$ cat src/rtl/word_tx_buffer.sv
// Guess-word buffer between the keypad FSM and the UART transmitter.
// Collects A..Z letters, shows them, and streams the word plus a terminator on submit.
module word_tx_buffer #(
  parameter int unsigned MAX_LEN   = 5,
  parameter logic [7:0]  TERM_BYTE = 8'h0A,
  parameter logic [7:0]  EOT_BYTE  = 8'h04
) (
  input  logic                   clk,
  input  logic                   reset,
  input  logic                   letter_valid,
  input  logic [7:0]             letter,
  input  logic                   word_submit,
  input  logic                   game_end,
  input  logic                   tx_ready,
  output logic [7:0]             txdata,
  output logic                   tx_strobe,
  output logic [8*MAX_LEN-1:0]   word_out,
  output logic [3:0]             count,
  output logic                   busy,
  output logic                   overflow,
  output logic                   done
);

  localparam logic [7:0] EMPTY_SLOT = 8'h5F;
  localparam logic [3:0] MAX_CNT    = 4'(MAX_LEN);

  typedef enum logic [2:0] {
    COLLECT,
    SEND,
    GAP,
    SEND_TERM,
    SEND_EOT,
    DONE
  } state_t;

  state_t     state_q, state_d;
  logic [7:0] slot_q [MAX_LEN];
  logic [7:0] slot_d [MAX_LEN];
  logic [3:0] count_q, count_d;
  logic [3:0] idx_q, idx_d;
  logic [7:0] txdata_q, txdata_d;
  logic       strobe_q, strobe_d;
  logic       ovf_q, ovf_d;

  logic       is_alpha;
  logic       abandon;
  logic [7:0] cur_byte;

  assign is_alpha = (letter >= 8'h41) && (letter <= 8'h5A);
  assign abandon  = game_end && ((state_q == COLLECT) || (state_q == SEND) ||
                                 (state_q == GAP)     || (state_q == SEND_TERM));

  // Mux by comparison keeps the slot select legal for every MAX_LEN, including 1.
  always_comb begin
    cur_byte = EMPTY_SLOT;
    for (int unsigned i = 0; i < MAX_LEN; i++) begin
      if (idx_q == 4'(i)) cur_byte = slot_q[i];
    end
  end

  always_ff @(posedge clk or posedge reset) begin
    if (reset) begin
      state_q  <= COLLECT;
      count_q  <= '0;
      idx_q    <= '0;
      txdata_q <= '0;
      strobe_q <= 1'b0;
      ovf_q    <= 1'b0;
      for (int unsigned i = 0; i < MAX_LEN; i++) slot_q[i] <= EMPTY_SLOT;
    end else begin
      state_q  <= state_d;
      count_q  <= count_d;
      idx_q    <= idx_d;
      txdata_q <= txdata_d;
      strobe_q <= strobe_d;
      ovf_q    <= ovf_d;
      for (int unsigned i = 0; i < MAX_LEN; i++) slot_q[i] <= slot_d[i];
    end
  end

  always_comb begin
    state_d  = state_q;
    count_d  = count_q;
    idx_d    = idx_q;
    txdata_d = txdata_q;
    strobe_d = 1'b0;
    ovf_d    = ovf_q;
    for (int unsigned i = 0; i < MAX_LEN; i++) slot_d[i] = slot_q[i];

    if (abandon) begin
      for (int unsigned i = 0; i < MAX_LEN; i++) slot_d[i] = EMPTY_SLOT;
      count_d = '0;
      state_d = SEND_EOT;
    end else begin
      case (state_q)
        COLLECT: begin
          if (letter_valid && is_alpha) begin
            if (count_q < MAX_CNT) begin
              for (int unsigned i = 0; i < MAX_LEN; i++) begin
                if (count_q == 4'(i)) slot_d[i] = letter;
              end
              count_d = count_q + 4'd1;
            end else begin
              ovf_d = 1'b1;
            end
          end
          // count_d already includes a letter arriving in the same cycle.
          if (word_submit && (count_d != 4'd0)) begin
            idx_d   = '0;
            state_d = SEND;
          end
        end
        SEND: begin
          if (tx_ready) begin
            txdata_d = cur_byte;
            strobe_d = 1'b1;
            idx_d    = idx_q + 4'd1;
            state_d  = GAP;
          end
        end
        GAP: begin
          state_d = (idx_q < count_q) ? SEND : SEND_TERM;
        end
        SEND_TERM: begin
          if (tx_ready) begin
            txdata_d = TERM_BYTE;
            strobe_d = 1'b1;
            count_d  = '0;
            ovf_d    = 1'b0;
            for (int unsigned i = 0; i < MAX_LEN; i++) slot_d[i] = EMPTY_SLOT;
            state_d  = COLLECT;
          end
        end
        SEND_EOT: begin
          if (tx_ready) begin
            txdata_d = EOT_BYTE;
            strobe_d = 1'b1;
            state_d  = DONE;
          end
        end
        DONE: begin
          state_d = DONE;
        end
        default: begin
          state_d = COLLECT;
        end
      endcase
    end
  end

  always_comb begin
    busy     = (state_q == SEND) || (state_q == GAP) ||
               (state_q == SEND_TERM) || (state_q == SEND_EOT);
    done     = (state_q == DONE);
    word_out = '0;
    for (int unsigned i = 0; i < MAX_LEN; i++) word_out[8*i +: 8] = slot_q[i];
  end

  assign txdata    = txdata_q;
  assign tx_strobe = strobe_q;
  assign count     = count_q;
  assign overflow  = ovf_q;

endmodule

$ cat config.mk
export PLATFORM = sky130hd
export DESIGN_NAME = word_tx_buffer
export DESIGN_NICKNAME = d
export VERILOG_FILES = /design/src/rtl/word_tx_buffer.sv
export SDC_FILE = /design/constraint.sdc
export NUM_CORES = 1
export LEC_CHECK = 0
export BUFFER_PORTS_ARGS = -buffer_cell sky130_fd_sc_hd__clkbuf_2
export CAP_MARGIN = 20
export CORE_MARGIN = 2
export CORE_UTILIZATION = 50
export DETAILED_ROUTE_END_ITERATION = 16
export PLACE_DENSITY_LB_ADDON = 0.1
export REMOVE_ABC_BUFFERS = 1
export SETUP_SLACK_MARGIN = 0.2
export SYNTH_ARGS = -nofsm -noshare
export SYNTH_HDL_FRONTEND = slang
export SYNTH_SLANG_ARGS = --single-unit
$ cat constraint.sdc
create_clock -name clk -period 6.2 [get_ports clk]
set_clock_uncertainty 0.1 [all_clocks]
set_input_delay 0 -clock clk [delete_from_list [all_inputs] [get_ports clk]]
set_output_delay 0 -clock clk [all_outputs]
set_load 0.05 [all_outputs]
Yosys cells after proc, flatten, opt, wreduce, memory -nomap -nowiden
Index checks and enable logic that the tools add are counted.
- register bits after elaboration: 61
- input bits: 14
- add/subtract/negate cells: 2
- order comparisons: 4
- eq/ne operators: 30
- muxes and demuxes: 43
- bitwise logic cells: 1
- reductions and logical operators: 29
- operator list (kind ; number):
    $mux W40 ; 4
    $mux W8 ; 13
    $pmux W40 S2 ; 1
    $reduce_and A5 Y1 ; 7
    $mux W4 ; 8
    $ne A3 B2 Y1 const B ; 8
    $pmux W8 S3 ; 1
    $pmux W3 S6 ; 1
    $eq A4 B2 Y1 const B ; 4
    $pmux W4 S2 ; 2
    $mux W3 ; 5
    $ne A3 B3 Y1 const B ; 3
    $add A4 B1 Y4 const B ; 2
    $eq A4 B1 Y1 const B ; 2
    $eq A4 B3 Y1 const B ; 2
    $ge A8 B7 Y1 const B ; 1
    $le A8 B7 Y1 const B ; 1
    $logic_not A4 Y1 ; 2
    $ne A2 B2 Y1 const B ; 4
    $reduce_and A4 Y1 ; 2
    $eq A3 B2 Y1 const B ; 2
    $eq A3 B3 Y1 const B ; 2
    $logic_or A1 B1 Y1 ; 6
    $mux W1 ; 6
    other kinds (14) ; 20

Longest topological paths before layout
- depth after elaboration: 11
- gate-level depth with buffers: 9
- mapped depth without buffers: 8

Worst setup path after synthesis
Ideal clock, no wire load.
- kind: flip-flop to flip-flop
- from: reg count_q[0] (netlist: count[0])
- to: reg idx_q[1]
- data arrival time: 2.262 ns
- required time: 6.035 ns
- slack: 3.773 ns
- stages on the path, launching flop included: 9
- path buffers: 0
- period minus slack after synthesis: 2.427 ns
- cell sequence: dfrtp_1 > inv_1 > ha_1 > inv_1 > a211oi_1 > nor3b_1 > o221ai_2 > a21oi_1 > a31o_2
- longest elaborated chain between the ends: 9
- RTL lines (item ; RTL line ; source):
    from (decl) ; 39 ; logic [3:0] count_q, count_d;
    from (signal assigned) ; 72 ; count_q <= count_d;
    $add A4 B1 Y4 or $lt A4 B3 Y1 (tied branches) ; 102, 98 ;
    $mux W4 ; 98 ; if (count_q < MAX_CNT) begin
    $mux W4 (*) ; 97 ; if (letter_valid && is_alpha) begin
    $mux W4 (*) ; 95 ; case (state_q)
    $mux W4 (*) ; 90 ; if (abandon) begin
    $reduce_bool A4 Y1 (*) ; 108 ; if (word_submit && (count_d != 4'd0)) begin
    $logic_and A1 B1 Y1 (*) ; 108 ;
    $ne A2 B1 Y1 (no source line) (*) ; - ;
    $reduce_and A4 Y1 (no source line) (*) ; - ;
    to (signal assigned) ; 73 ; idx_q <= idx_d;
    to (decl) ; 40 ; logic [3:0] idx_q, idx_d;
Mark *: on every way between the ends. The rest lies on a longest branch, timed or not. The select of a mux whose other input is x is not followed.
A chain may end at the register's enable or synchronous reset.

Final worst setup path
- from: reg state_q[1]
- to: reg slot_q (netlist bit word_out[35])
- longest elaborated chain between the ends: 7
- RTL lines (item ; RTL line ; source):
    from (decl) ; 36 ; state_t state_q, state_d;
    from (signal assigned) ; 71 ; state_q <= state_d;
    $eq A3 B1 Y1 or $logic_not A3 Y1 (tied branches) ; 50, 95 ;
    $logic_or A1 B1 Y1 (2 in a row) ; 50 ; assign abandon = game_end && ((state_q == COLLECT) || (state_q == SEND) ||
    $logic_or A1 B1 Y1 ; 51 ; (state_q == GAP) || (state_q == SEND_TERM));
    $logic_and A1 B1 Y1 ; 50 ;
    $ne A3 B2 Y1 (no source line), or another cell as far along ; - ;
    $reduce_and A5 Y1 (no source line) ; - ;
    to (decl) ; 37 ; logic [7:0] slot_q [MAX_LEN];
Parallel ways exist; a longest one is shown, timed or not.

==> impl_results.md <==
* Status: finished clean
* RR Startpoint: state_q[1]
* Clk Latency, worst-skew pair at approximately 0.34 ns
* Number of synthesized flops with an enable pin at 0
* Post-CTS Setup Repair Bufs at 0
* Routed WL per cell at 16.7 um
* Worst setup path startpoint: state_q[1]
* Share of layout cells above drive strength 1 at between 40% and 50%
* Top-area cell type share of the netlist area at 23.2%
* Commonest non-fill, non-tap cells in the layout: clkbuf_2, nand2_1, dfrtp_1
* Width of the die at between 80 and 90 um
* N_diodes at 0
* Full die area at around 0.0075 sq mm
* Crit. End Element: flop
* Die Y at between 80 and 90 um
* Post-synth top flop: dfrtp_1
* Design Power at around 2.1 mW
* Detailed Place HPWL at between 5 and 6 mm
* Slew HR at between 30% and 40%
* Reg clk slew, reported paths at roughly 0.07 ns
* Synth Instances at about 320
* Leak at 1.86 nW
* Sink Count at 61
* Routed WL at a little under 8 mm
* H-tree levels at 3
* Crit share post-route at a little over two fifths
* Commonest non-fill, non-tap cell in the layout: clkbuf_2
* Seq/Total Area, Yosys at between 40% and 50%
* Final min period at 2.63 ns
* Ports at 70
* Synthesis warning total at 0
* Power density cells at 535 mW/mm^2
* Crit path kind: flop to flop
* Hold Buf Count CTS at 4
* Final #Nets at between 400 and 500
* Drt drc at 0
* Max Cap Violations at 0
* Top cells by area, synth: dfstp_2, dfrtp_1, mux2_4
* Vias in the first global route at between 2000 and 2500
* CTS root buffer: clkbuf_8
* Peak fanout along the critical path at 13
* Via density at roughly 5.6
* Standard-cell rows at 30
* Port bufs at 69
* Fill cells at 607
* Num CTS Buffers at 9
* Worst vdd ir at ~0.00033 V
* Final ANT Viol Nets at 0
* Hold Path Class: input pin to flop
* HP Start: letter[3]
* Routability cong. at roughly 0.80
* RSZ-0062 raised after global routing: false
* Crit path launch type: flop
* Worst Path Arrival at approximately 2.8 ns
* CTS tree: done
* Core area at 0.00668 sq mm
* Final setup violation count at 0
* First-pass GRT wire length at approximately 13 mm
* Detailed Route Iter0 Violations at about 150
* Area grow syn2layout at 18.3%
* Worst Tran Pin Value at a little under 1 ns
* Gr usage total at between 20% and 30%
* Vias at between 2000 and 3000
* Post-CTS sizing at 0
* Final Hold Fails at 0
* Final Max Tran Viols at 0
* Initial antenna violation count at 0
* Async SR Flop Fraction at 100%
* DR pass1 iterations at 4
* Peak Freq at 0.381 GHz
* CP required at 6.37 ns
* Synth cell types at 49
* Synth Register Bits at 61
* Setup TNS at 0 ns
* Syn_area_per_cell at 10.8 sq um
* Largest net degree at the start of global routing at 62
* Initial Utilization at approximately 51%
* Max Root-Sink Buffers at 2
* Cell taking the most area after synthesis: dfstp_2
* Mapped Area at 0.00339 sq mm
* Grt ovf at 0
state kept, by name (all words and copies together) (netlist names):
name       count
word_out      40
idx_q          4
txdata         8
overflow       1
tx_strobe      1
count          4
state_q        3
routing by layer:
metal  vias up  global-route usage, %  routed length [um]
li1       1278                      -                   -
met1      1284                   33.0                3830
met2        77                   31.5                3570
met3        11                   5.05                 412
met4         0                   9.23                 128
met5         -                      0                   0
where the power goes:
group	total, mW	switching (mW)	internal (mW)
registers	0.720	0.134	0.586
logic	1.11	0.745	0.367
clock network	0.315	0.169	0.146
total	2.15	1.05	1.10
final timing paths:
kind	end	slack, ns	cells after the start
worst max register to register	word_out[35]	3.57	6
worst min register to register	txdata[1]	0.37	2
max in group asynchronous	state_q[1]	5.21	4
worst min-delay path	word_out[3]	0.02	3
min in group asynchronous	txdata[0]	0.29	4
worst max-delay path	word_out[35]	3.57	6
through the flow:
stage               util (%)  worst slack, ns  cells  area, sq um  hold slack, ns
finish                  60.1             3.57    475         4010          0.0206
global route            60.1             3.43    475         4010          0.0141
CTS                     60.1             3.58    475         4010         0.00236
detailed placement      56.9             3.58    455         3800           0.136
global placement        56.9             3.65    455         3800           0.137
floorplan                  -             3.77    305         3350         -0.0292
cells by family after synthesis:
kind of cell | after synthesis | synth area share (%)
AOI/OAI and AO/OA | 71 | 14.7
xor gates and xnor gates | 2 | 0.517
adders and majority gates | 11 | 4.06
buffers and inverters | 27 | 3.25
DFF | 61 | 46.1
muxes | 25 | 11.1
and+or+nand+nor | 118 | 20.3
synthesized netlist by cell type (4+ instances only):
| library cell | instances |
|---|---|
| or2_2 | 6 |
| a21oi_1 | 13 |
| ha_1 | 11 |
| a21o_1 | 4 |
| o22ai_1 | 7 |
| nor3_1 | 16 |
| a211oi_1 | 6 |
| nor2b_1 | 6 |
| clkbuf_1 | 7 |
| nand2_8 | 5 |
| inv_1 | 16 |
| nor2_1 | 14 |
| dfstp_2 | 30 |
| o31ai_1 | 4 |
| o21ai_0 | 17 |
| nor3b_1 | 7 |
| nand2b_1 | 6 |
| and2_1 | 11 |
| a31oi_1 | 5 |
| dfrtp_1 | 31 |
| mux2_4 | 25 |
| nand2_1 | 31 |
| nand3_1 | 5 |
critical path: stages (launching register included):
cell     delay (ns)
dfrtp_1        0.52
nor2_1         0.24
nor2_1         0.06
a21oi_1        0.29
o31a_1         0.84
nand2_8        0.15
mux2_4         0.34
area by class of cell:
| class | instances | area [sq um] | share of cell area [%] |
|---|---|---|---|
| well taps | 80 | 100 | 2.49 |
| repair buffers | 74 | 393 | 9.79 |
| clock inverters | 7 | 50.0 | 1.25 |
| inverters | 17 | 63.8 | 1.59 |
| clock buffers | 9 | 124 | 3.09 |
| multi-input cells | 227 | 1720 | 42.8 |
| flip-flops and latches | 61 | 1560 | 39.0 |
Note: power is estimated with default switching activity, not from simulation.
